## config.mk

```make
export PLATFORM = sky130hd
export DESIGN_NAME = mux4_rr_arbiter
export DESIGN_NICKNAME = d
export VERILOG_FILES = /design/src/rtl/mux4_rr_arbiter.sv
export SDC_FILE = /design/constraint.sdc
export NUM_CORES = 1
export LEC_CHECK = 0
export ABC_AREA = 0
export BUFFER_PORTS_ARGS = -buffer_cell sky130_fd_sc_hd__buf_2
export CAP_MARGIN = 20
export CORE_ASPECT_RATIO = 0.8
export CORE_MARGIN = 2
export CORE_UTILIZATION = 55
export CTS_CLUSTER_SIZE = 8
export DETAILED_ROUTE_END_ITERATION = 10
export PLACE_DENSITY = 0.81
export SYNTH_ARGS = -nofsm -noshare
export SYNTH_HDL_FRONTEND = slang
export SYNTH_SLANG_ARGS = --single-unit
```

## constraint.sdc

```tcl
create_clock -name clk -period 3.95 [get_ports clk]
set_input_delay 0.79 -clock clk [delete_from_list [all_inputs] [get_ports clk]]
set_output_delay 0.79 -clock clk [all_outputs]
set_load 0.03 [all_outputs]
```

## src/rtl/mux4_rr_arbiter.sv

```systemverilog
// Round-robin arbiter for four requesters sharing one 4:1 M-bit mux datapath.
// Each tenure is capped at MAX_HOLD cycles while another requester is waiting.

module mux_4NtoN #(
  parameter int N = 4
) (
  input  logic [N-1:0] I0,
  input  logic [N-1:0] I1,
  input  logic [N-1:0] I2,
  input  logic [N-1:0] I3,
  input  logic [1:0]   S,
  output logic [N-1:0] O
);

  // 4:1 data select
  always_comb begin
    O = {N{1'b0}};
    case (S)
      2'd0:    O = I0;
      2'd1:    O = I1;
      2'd2:    O = I2;
      2'd3:    O = I3;
      default: O = {N{1'b0}};
    endcase
  end

endmodule

module mux4_rr_arbiter #(
  parameter int M        = 4,
  parameter int MAX_HOLD = 4
) (
  input  logic         clk,
  input  logic         rst,
  input  logic [3:0]   REQ,
  input  logic [M-1:0] I0,
  input  logic [M-1:0] I1,
  input  logic [M-1:0] I2,
  input  logic [M-1:0] I3,
  output logic [3:0]   GNT,
  output logic [1:0]   S,
  output logic         VALID,
  output logic [M-1:0] O
);

  localparam int CW = $clog2(MAX_HOLD) + 1;
  localparam logic [CW-1:0] HOLD_LAST = CW'(MAX_HOLD - 1);

  typedef enum logic {IDLE = 1'b0, GRANT = 1'b1} state_t;

  state_t        state_r;
  logic [1:0]    ptr_r;
  logic [CW-1:0] cnt_r;

  logic [3:0]    own_oh_s;
  logic [3:0]    others_s;
  logic [1:0]    idle_pick_s;
  logic [1:0]    sw_pick_s;
  logic          hold_s;
  logic [M-1:0]  mux_o_s;

  function automatic logic [3:0] onehot(input logic [1:0] idx);
    logic [3:0] v;
    case (idx)
      2'd0:    v = 4'b0001;
      2'd1:    v = 4'b0010;
      2'd2:    v = 4'b0100;
      2'd3:    v = 4'b1000;
      default: v = 4'b0000;
    endcase
    return v;
  endfunction

  // First set bit of mask, searching upward from start with wrap-around.
  function automatic logic [1:0] pick(input logic [3:0] mask, input logic [1:0] start);
    logic [1:0] res;
    logic [1:0] idx;
    logic       found;
    res   = start;
    found = 1'b0;
    for (int i = 0; i < 4; i++) begin
      idx = start + 2'(i);
      if (!found && mask[idx]) begin
        res   = idx;
        found = 1'b1;
      end
    end
    return res;
  endfunction

  assign own_oh_s    = onehot(S);
  assign others_s    = REQ & ~own_oh_s;
  assign idle_pick_s = pick(REQ, ptr_r);
  assign sw_pick_s   = pick(others_s, S + 2'd1);
  assign hold_s      = REQ[S] && (cnt_r < HOLD_LAST);

  // Arbitration state, tenure counter and registered grant outputs
  always_ff @(posedge clk) begin
    if (rst) begin
      state_r <= IDLE;
      ptr_r   <= 2'd0;
      cnt_r   <= {CW{1'b0}};
      GNT     <= 4'b0000;
      S       <= 2'd0;
      VALID   <= 1'b0;
    end else begin
      case (state_r)
        IDLE: begin
          if (REQ != 4'b0000) begin
            GNT     <= onehot(idle_pick_s);
            S       <= idle_pick_s;
            VALID   <= 1'b1;
            cnt_r   <= {CW{1'b0}};
            state_r <= GRANT;
          end
        end
        GRANT: begin
          if (hold_s) begin
            cnt_r <= cnt_r + CW'(1);
          end else begin
            ptr_r <= S + 2'd1;
            cnt_r <= {CW{1'b0}};
            if (others_s != 4'b0000) begin
              GNT <= onehot(sw_pick_s);
              S   <= sw_pick_s;
            end else if (!REQ[S]) begin
              // Owner gone and nobody waiting: S keeps the last owner.
              GNT     <= 4'b0000;
              VALID   <= 1'b0;
              state_r <= IDLE;
            end
          end
        end
        default: begin
          state_r <= IDLE;
          GNT     <= 4'b0000;
          VALID   <= 1'b0;
          cnt_r   <= {CW{1'b0}};
        end
      endcase
    end
  end

  mux_4NtoN #(.N(M)) u_mux (
    .I0 (I0),
    .I1 (I1),
    .I2 (I2),
    .I3 (I3),
    .S  (S),
    .O  (mux_o_s)
  );

  assign O = VALID ? mux_o_s : {M{1'b0}};

endmodule

```

Yosys cells after proc, flatten, opt, wreduce, memory -nomap -nowiden
Cells that the tools add are included.

Mux-type cells: 57. Divide/modulo/power cells: 0. Multipliers: 0. Equal/unequal tests: 15. Bitwise operators: 4. Add/subtract/negate cells: 8. Shift-type cells: 0. $lt $le $gt $ge: 10. Reductions and logical operators: 22.

Operators by type and width (number): 4-bit one-hot mux with 4 select lines (4); 2-bit by 3-bit less-than comparator with 1-bit output, second input constant (9); 1-bit two-way mux (23); 4-bit two-way mux (5); 1-bit binary-select mux with 2-bit select (9); 2-bit two-way mux (9); 2-bit == test, second input constant (6); 2-bit adder, second input constant (4); 2-bit inequality test, second input constant (4); 4-bit one-hot mux with 2 select lines (1); 4-bit nonzero test (2); 1-bit logical AND (7); 2-bit by 1-bit adder with 2-bit output, second input constant (3); 2-bit by 1-bit == test with 1-bit output, second input constant (3); 1-bit zero test (6); 2-bit zero test (3); 3-bit two-way mux (2); 3-bit one-hot mux with 2 select lines (1); 3-bit AND reduction (2); 4-bit AND (1); 4-bit inverter (1); 1-bit one-hot mux with 2 select lines (2); 2-bit one-hot mux with 2 select lines (1); 4-bit AND reduction (1); 6 further kinds (7).

Memory bits (read-only): 0. Output and inout port bits: 11. Bits in writable memories: 0. Register bits: 13. Latch bits: 0. Memories kept: 0. Logic and storage cells: 122. Input port bits: 22.

Depth between registers and ports, before layout
Gate-level depths: netlist (run 1).

Depth in word-level cells: 21. Gate-level depth with buffers: 9. Depth with buffers taken out: 8.

Hierarchy
From an unflattened synthesis (run 1), not the netlist that was laid out.

Cells, all modules: 125. Area total of the unflattened synthesis: 1143.6 um2.

By module, submodules not included: mux4_rr_arbiter (area an instance 1038.5 um2, cells each 121, times used 1, seq. area each 260.2 um2); mux_4NtoN (area an instance 105.1 um2, cells each 4, times used 1, seq. area each 0.0 um2).

Worst setup path before layout (run 1)
Ideal clock, no wire load.

Kind: register -> output. Start point: register S[0]. End point: output O[2]. Required time: 3160 ps. Slack: 1505 ps. Stages on the path, launching flop included: 6. Arrival time: 1655 ps. Buffers on the path: 0. Cells stage by stage: dfxtp_1 -> inv_1 -> ha_1 -> a222oi_1 -> o21ai_0 -> and2_1.

Longest elaborated chain between the ends: 3. Elaborated cells between the ends (all ways): 6. Classes of those cells: 3 x eq/ne; 2 x mux; 1 x reduce/logical.

RTL lines: start, declared (line 41) `output logic [1:0] S,`; start signal, assigned (line 111) `S <= idle_pick_s;`; start signal, assigned (line 125) `S <= sw_pick_s;`; 2-bit == test, or another cell as far along (line 18) `case (S)`; 4-bit one-hot mux with 4 select lines * (line 18); 4-bit two-way mux * (line 153) `assign O = VALID ? mux_o_s : {M{1'b0}};`; end, declared (line 43) `output logic [M-1:0] O`.

Mark *: on every way between the ends. The rest lies on a longest branch, timed or not.

Worst setup path after layout (run 1)
Start point: register S[0]. End point: output O[1].

The elaborated chain is that of the path after synthesis.

==> reports/results.txt, run 1 <==
run status: complete, no violations
number of enable-type register cells in the synthesized netlist: 0
clock skew: 0.00877 ns
# IOs: 33
largest net degree at the start of global routing: 18
Max rail drop VDD: 0.279 mV
worst hold slack: 0.530 ns
vias per inst: 5.98
Max Fclk: 326 MHz
cell leakage power: 0.577 nW
top flip-flop cell by instance count after synthesis: dfxtp_1
number of hold violations in the final report: 0
starting density of the core: 58.7%
number of instances in the synthesized netlist: 145
global-route usage over all layers: 25.7%
fraction of layout cells with a size suffix above 1: 26.0%
vertical die dimension: 44.4 um
xor/xnor share of the synthesized area: 0%
area growth from synthesis to final layout: 15.2%
Cell Rows: 14
detailed-route DRC error count: 0
actual slew at the worst max-slew pin: 0.550 ns
Crit Reg-Reg Endpoint: GNT[0]
clock tree from TritonCTS: built
top-area cell type share of the netlist area: 23.2%
unrepaired setup endpoints after global routing: false
post-DR wirelength/cell: 13.8 um
total inserted antenna cells: 0
WL final: 2.72 mm
total congestion overflow: 0
total design power: 0.000565 W
pre-CTS setup slack: 1.24 ns
core region area: 1910 sq um
max-cap violations: 0
kind of critical path: register to primary output
cell area after technology mapping: 1120 sq um
maximum fanout along the worst path: 17
biggest area contributors in the synthesized netlist: dfxtp_1, ha_1, nor2_1
worst reg2reg setup slack: 1.30 ns
Net count, final: 201
number of cell instances on the worst register-to-register path: 8
Critical Path Start Type: register
Min-Delay Path Depth: 2
initial antenna violation count: 0
via count of the first global-routing pass: 1111
pins over their slew limit: 0
portion of netlist area occupied by mux cells: 3.79%
Yosys top cell by area: dfxtp_1
Worst Slack Setup Final: 0.878 ns
Starting DRT DRC Count: 56
critical path required time: 3.16 ns
beginning of the worst register-to-register path: S[0]
number of buffers inserted for hold repair after clock tree synthesis: 0
average cell area after synthesis: 7.73 sq um
vias after detailed routing: 1178
chain of cells forming the critical path: inv_1, ha_1, a222oi_1, o21ai_0, and2_1, buf_2
number of failing setup endpoints in the final timing report: 0
worst min path class: register to register
clock tree sinks: 13
Worst setup EP type: primary output
combinational family with the most area after synthesis: compound AO/OA/AOI/OAI gates
post-synthesis simple-gate area fraction: 27.5%
Synth Area in Compound Gates: 32.5%
antenna viol nets, final: 0
latest clock arrival within the worst-skew pair: 0.28 ns
post-synthesis sequential area ratio: 23.2%
final period demand of the worst path: 3.07 ns
number of register bits inferred by synthesis: 13
die area: 2420 sq um
global-route wire length before repair: 4.59 mm
placed wire-length estimate after detailed placement: 2.11 mm
headroom to the max-slew limit: 63.3%
setup fix buffers added after clock tree synthesis: 0
Synth Area in Adders: 5.58%
number of filler cells placed in the layout: 174
Power Dens Cells: 437 nW/um^2
number of different library cells in the post-synthesis netlist: 46
total CTS buffers: 3
worst-case hold path end point: cnt_r[2]
H-Tree Level Count: 1
fraction of registers with async set or reset after synthesis: 0%
final clock period utilization by the worst path: 77.8%
count of yosys warnings during synthesis: 0
number of cells upsized or downsized after cts: 0
Arr. time, crit path: 2.28 ns
Die Width: 54.5 um
critical path's slowest cell: dfxtp_1
HP Start: cnt_r[2]
CTS root buffer: clkbuf_4
Synth Net Count: 172
buffers added on ports: 32
maximum buffer depth of the clock tree: 2
router iterations before antenna repair: 4
clock-pin slew of the registers on the worst-case setup and hold paths: 0.08 ns
weighted congestion at the end of routability-driven global placement: 0.848
Setup TNS Final: 0 ns
crit-path max cell delay: 0.66 ns
==> layout make-up <==
| cell class | instances | area (sq um) | share of cell area [%] |
|---|---|---|---|
| repair buffers | 32 | 160 | 12.4 |
| multi-input cells | 114 | 777 | 60.2 |
| flip-flops and latches | 13 | 260 | 20.2 |
| inverters | 10 | 37.5 | 2.91 |
| clock buffers | 4 | 26.3 | 2.03 |
| well taps | 24 | 30.0 | 2.33 |
==> registers in the layout (all words and copies together), names as in the netlist <==
signal   flops
state_r      1
VALID        1
GNT          4
cnt_r        3
S            2
ptr_r        2
==> worst max-delay path: cells and delay by family (launching register included) <==
kind                     cells  cell delay, ns
AO/OA/AOI/OAI                2            0.50
adder cells (fa/ha/maj)      1            0.32
buffers and inverters        2            0.36
flip-flops                   1            0.66
AND/OR/NAND/NOR              1            0.16
==> power breakdown <==
group | internal (W) | switching (W)
Combinational | 0.000121 | 0.000181
Sequential | 0.000150 | 0.0000272
Clock | 0.0000392 | 0.0000452
Total | 0.000311 | 0.000254
==> kinds of logic (layout without fill, tap and decap cells) <==
| group | after synthesis | after routing |
|---|---|---|
| adder cells (fa/ha/maj) | 5 | 5 |
| buffers and inverters | 18 | 46 |
| multiplexers | 3 | 3 |
| AO/OA/AOI/OAI | 50 | 50 |
| AND/OR/NAND/NOR | 56 | 56 |
| flip-flops | 13 | 13 |
==> Yosys cell counts, types with 3 or more instances <==
cell type / instances
a211oi_1: 3
a21oi_1: 10
a222oi_1: 5
a31oi_1: 3
and2_1: 5
buf_2: 4
dfxtp_1: 13
ha_1: 5
inv_1: 10
nand2_1: 11
nand2b_1: 7
nor2_1: 16
nor3_1: 3
o21ai_0: 8
o22ai_1: 4
==> routing by layer <==
metal  vias to the layer above  global-route usage, %  share of wire, %
met5                         -                      0                 0
met4                         0                   5.50               1.0
met3                         4                   5.74               5.5
met2                        33                   44.3                49
met1                       551                   32.6                44
li1                        590                      -                 -
==> how the worst max path moves through the flow <==
stage,slack [ns],startpoint,to
after global routing,0.69,S[0],O[1]
after floorplan,1.51,S[0],O[2]
final,0.88,S[0],O[1]
after global placement,1.32,S[0],O[0]
after CTS,0.92,S[0],O[1]
after detailed placement,1.24,S[0],O[1]
==> cells in the final DEF (no fill, tap or decap), types with 2 or more instances in the layout <==
| master | instances |
|---|---|
| a211o_1 | 2 |
| a211oi_1 | 3 |
| a21oi_1 | 10 |
| a222oi_1 | 5 |
| a22oi_1 | 2 |
| a31oi_1 | 3 |
| and2_1 | 5 |
| buf_2 | 32 |
| clkbuf_4 | 3 |
| dfxtp_1 | 13 |
| ha_1 | 5 |
| inv_1 | 10 |
| mux2i_1 | 2 |
| nand2_1 | 11 |
| nand2b_1 | 7 |
| nand3_2 | 2 |
| nor2_1 | 16 |
| nor3_1 | 3 |
| nor3b_1 | 2 |
| o21ai_0 | 8 |
| o21ai_1 | 2 |
| o22ai_1 | 4 |
| or3_1 | 2 |
==> through the flow <==
stage | cells | area (sq um) | util (%)
2_1_floorplan | 145 | 1120 | -
3_3_place_gp | 193 | 1260 | 66.3
3_5_place_dp | 193 | 1260 | 66.3
4_1_cts | 197 | 1290 | 67.6
5_1_grt | 197 | 1290 | 67.6
6_report | 197 | 1290 | 67.6
No activity file was read; power rests on OpenSTA's default activity.
==> run 2, diff against run 1 <==
- CORE_UTILIZATION: 55 -> 46
- PLACE_DENSITY: 0.81 -> 0.72
- clock period: 3.95 -> 2.69 ns (I/O delays scaled with it)
==> reports/results.txt, run 2 (same netlist as run 1, synthesis figures left out) <==
Setup TNS Final: 0 ns (unchanged)
Cell Rows: 15 (+1)
post-DR wirelength/cell: 14.5 um (+4.8%)
Arr. time, crit path: 1.93 ns (-0.35 ns)
area occupied by registers: 260 sq um (unchanged)
kind of critical path: register to primary output
CP top delay family: compound AO/OA/AOI/OAI gates
pins over their slew limit: 0 (unchanged)
unrepaired setup endpoints after global routing: false
final clock period utilization by the worst path: 91.8%
headroom to the max-slew limit: 63.8% (+0.48 points)
clock skew: 0.00310 ns (-0.00567 ns)
number of filler cells placed in the layout: 210 (+21%)
actual slew at the worst max-slew pin: 0.543 ns (-0.00726 ns)
number of cells upsized or downsized after cts: 0 (unchanged)
Max rail drop VDD: 0.268 mV (-3.9%)
H-Tree Level Count: 1 (unchanged)
starting density of the core: 50.2% (-8.5 points)
maximum buffer depth of the clock tree: 2 (unchanged)
clock tree from TritonCTS: built
# IOs: 33 (unchanged)
weighted congestion at the end of routability-driven global placement: 0.852 (+0.52%)
Worst setup EP type: primary output
vias after detailed routing: 1202 (+2.0%)
WL final: 2.90 mm (+6.4%)
core region area: 2230 sq um (+17%)
vias per inst: 6.01 (+0.51%)
clock-pin slew of the registers on the worst-case setup and hold paths: 0.08 ns (about the same)
Starting DRT DRC Count: 77 (+38%)
cell leakage power: 0.590 nW (+2.3%)
total congestion overflow: 0 (unchanged)
global-route wire length before repair: 4.58 mm (-0.15%)
initial antenna violation count: 0 (unchanged)
crit-path max cell delay: 0.43 ns (-0.23 ns)
commonest non-fill, non-tap cell in the layout: buf_2
latest clock arrival within the worst-skew pair: 0.28 ns (about the same)
area growth from synthesis to final layout: 16.7%
placed wire-length estimate after detailed placement: 2.27 mm (+7.6%)
Max Fclk: 405 MHz
number of failing setup endpoints in the final timing report: 0 (unchanged)
biggest registers after layout: GNT: 4 flops, cnt_r: 3 flops
via count of the first global-routing pass: 1019 (-8.3%)
Power Dens Cells: 638 nW/um^2 (+46%)
Net count, final: 203 (+1.0%)
largest net degree at the start of global routing: 17 (-1)
Top reg by flops: GNT
fraction of layout cells with a size suffix above 1: 27.4% (+1.4 points)
global-route usage over all layers: 21.6% (-4.1 points)
worst min path class: register to register
Critical Path Start Type: register
detailed-route DRC error count: 0 (unchanged)
run status: complete, no violations
vertical die dimension: 48.2 um (+8.5%)
total inserted antenna cells: 0 (unchanged)
critical path's slowest cell: dfxtp_1
clock tree sinks: 13 (unchanged)
CTS root buffer: clkbuf_4
area occupied by multi-input gates: 777 sq um (unchanged)
setup fix buffers added after clock tree synthesis: 0 (unchanged)
final period demand of the worst path: 2.47 ns
chain of cells forming the critical path: inv_1, ha_1, a222oi_1, o21ai_0, and2_1, buf_2
Die Width: 59.2 um (+8.7%)
buffers added on ports: 32 (unchanged)
maximum fanout along the worst path: 6 (-11)
sum of buffers and inverters on the critical path: 2 (unchanged)
antenna viol nets, final: 0 (unchanged)
total CTS buffers: 3 (unchanged)
max-cap violations: 0 (unchanged)
flip-flop count of the largest register, all copies and words added: 4 (unchanged)
worst hold slack: 0.518 ns (-0.0118 ns)
most used cells in the layout excluding fill and tap cells: buf_2, nor2_1, dfxtp_1, nand2_1
router iterations before antenna repair: 5 (+1)
die area: 2850 sq um (+18%)
number of buffers inserted for hold repair after clock tree synthesis: 0 (unchanged)
number of hold violations in the final report: 0 (unchanged)
critical path required time: 2.15 ns (-1.01 ns)
## run 2: tightest hold or removal path, stage by stage, from the launching register on
cell	delay (ns)
dfxtp_1	0.33
nor2_1	0.10
a211oi_1	0.05
## run 2: final cells by class
class	instances	share of cell area, %
Multi-Input combinational cell	114	59.4
Inverter	10	2.87
Sequential cell	13	19.9
Tap cell	25	2.39
Clock inverter	1	0.382
Timing Repair Buffer	34	13.4
Clock buffer	3	1.72
## run 2: layer usage
layer / global-route usage (%) / share of wire (%) / vias to the layer above
met4: 5.00 / 0.97 / 0
met2: 35.6 / 48 / 35
li1: - / - / 590
met3: 6.90 / 6.0 / 4
met5: 0 / 0 / -
met1: 28.2 / 45 / 573
## run 2: through the flow
step	cells	utilization, %	instance area, sq um	worst slack, ns	power (W)
after detailed placement	196	57.4	1280	0.540	0.000711
after global placement	196	57.4	1280	0.587	0.000699
after global routing	200	58.6	1310	0.0263	0.000901
final	200	58.6	1310	0.220	0.000835
after CTS	200	58.6	1310	0.244	0.000835
after floorplan	145	-	1120	0.417	0.000605
## run 2: power breakdown
group	switching (W)	internal, W	total [W]
logic	0.000282	0.000183	0.000465
registers	0.0000260	0.000221	0.000247
clock network	0.0000680	0.0000552	0.000123
total	0.000376	0.000459	0.000835
## run 2: path summary, 6_finish.rpt
kind,slack [ns],startpoint,end,cells past startpoint
max reg2reg,0.48,S[1],GNT[0],8
min,0.52,ptr_r[0],ptr_r[0],2
min reg2reg,0.52,ptr_r[0],ptr_r[0],2
max,0.22,S[1],O[0],6
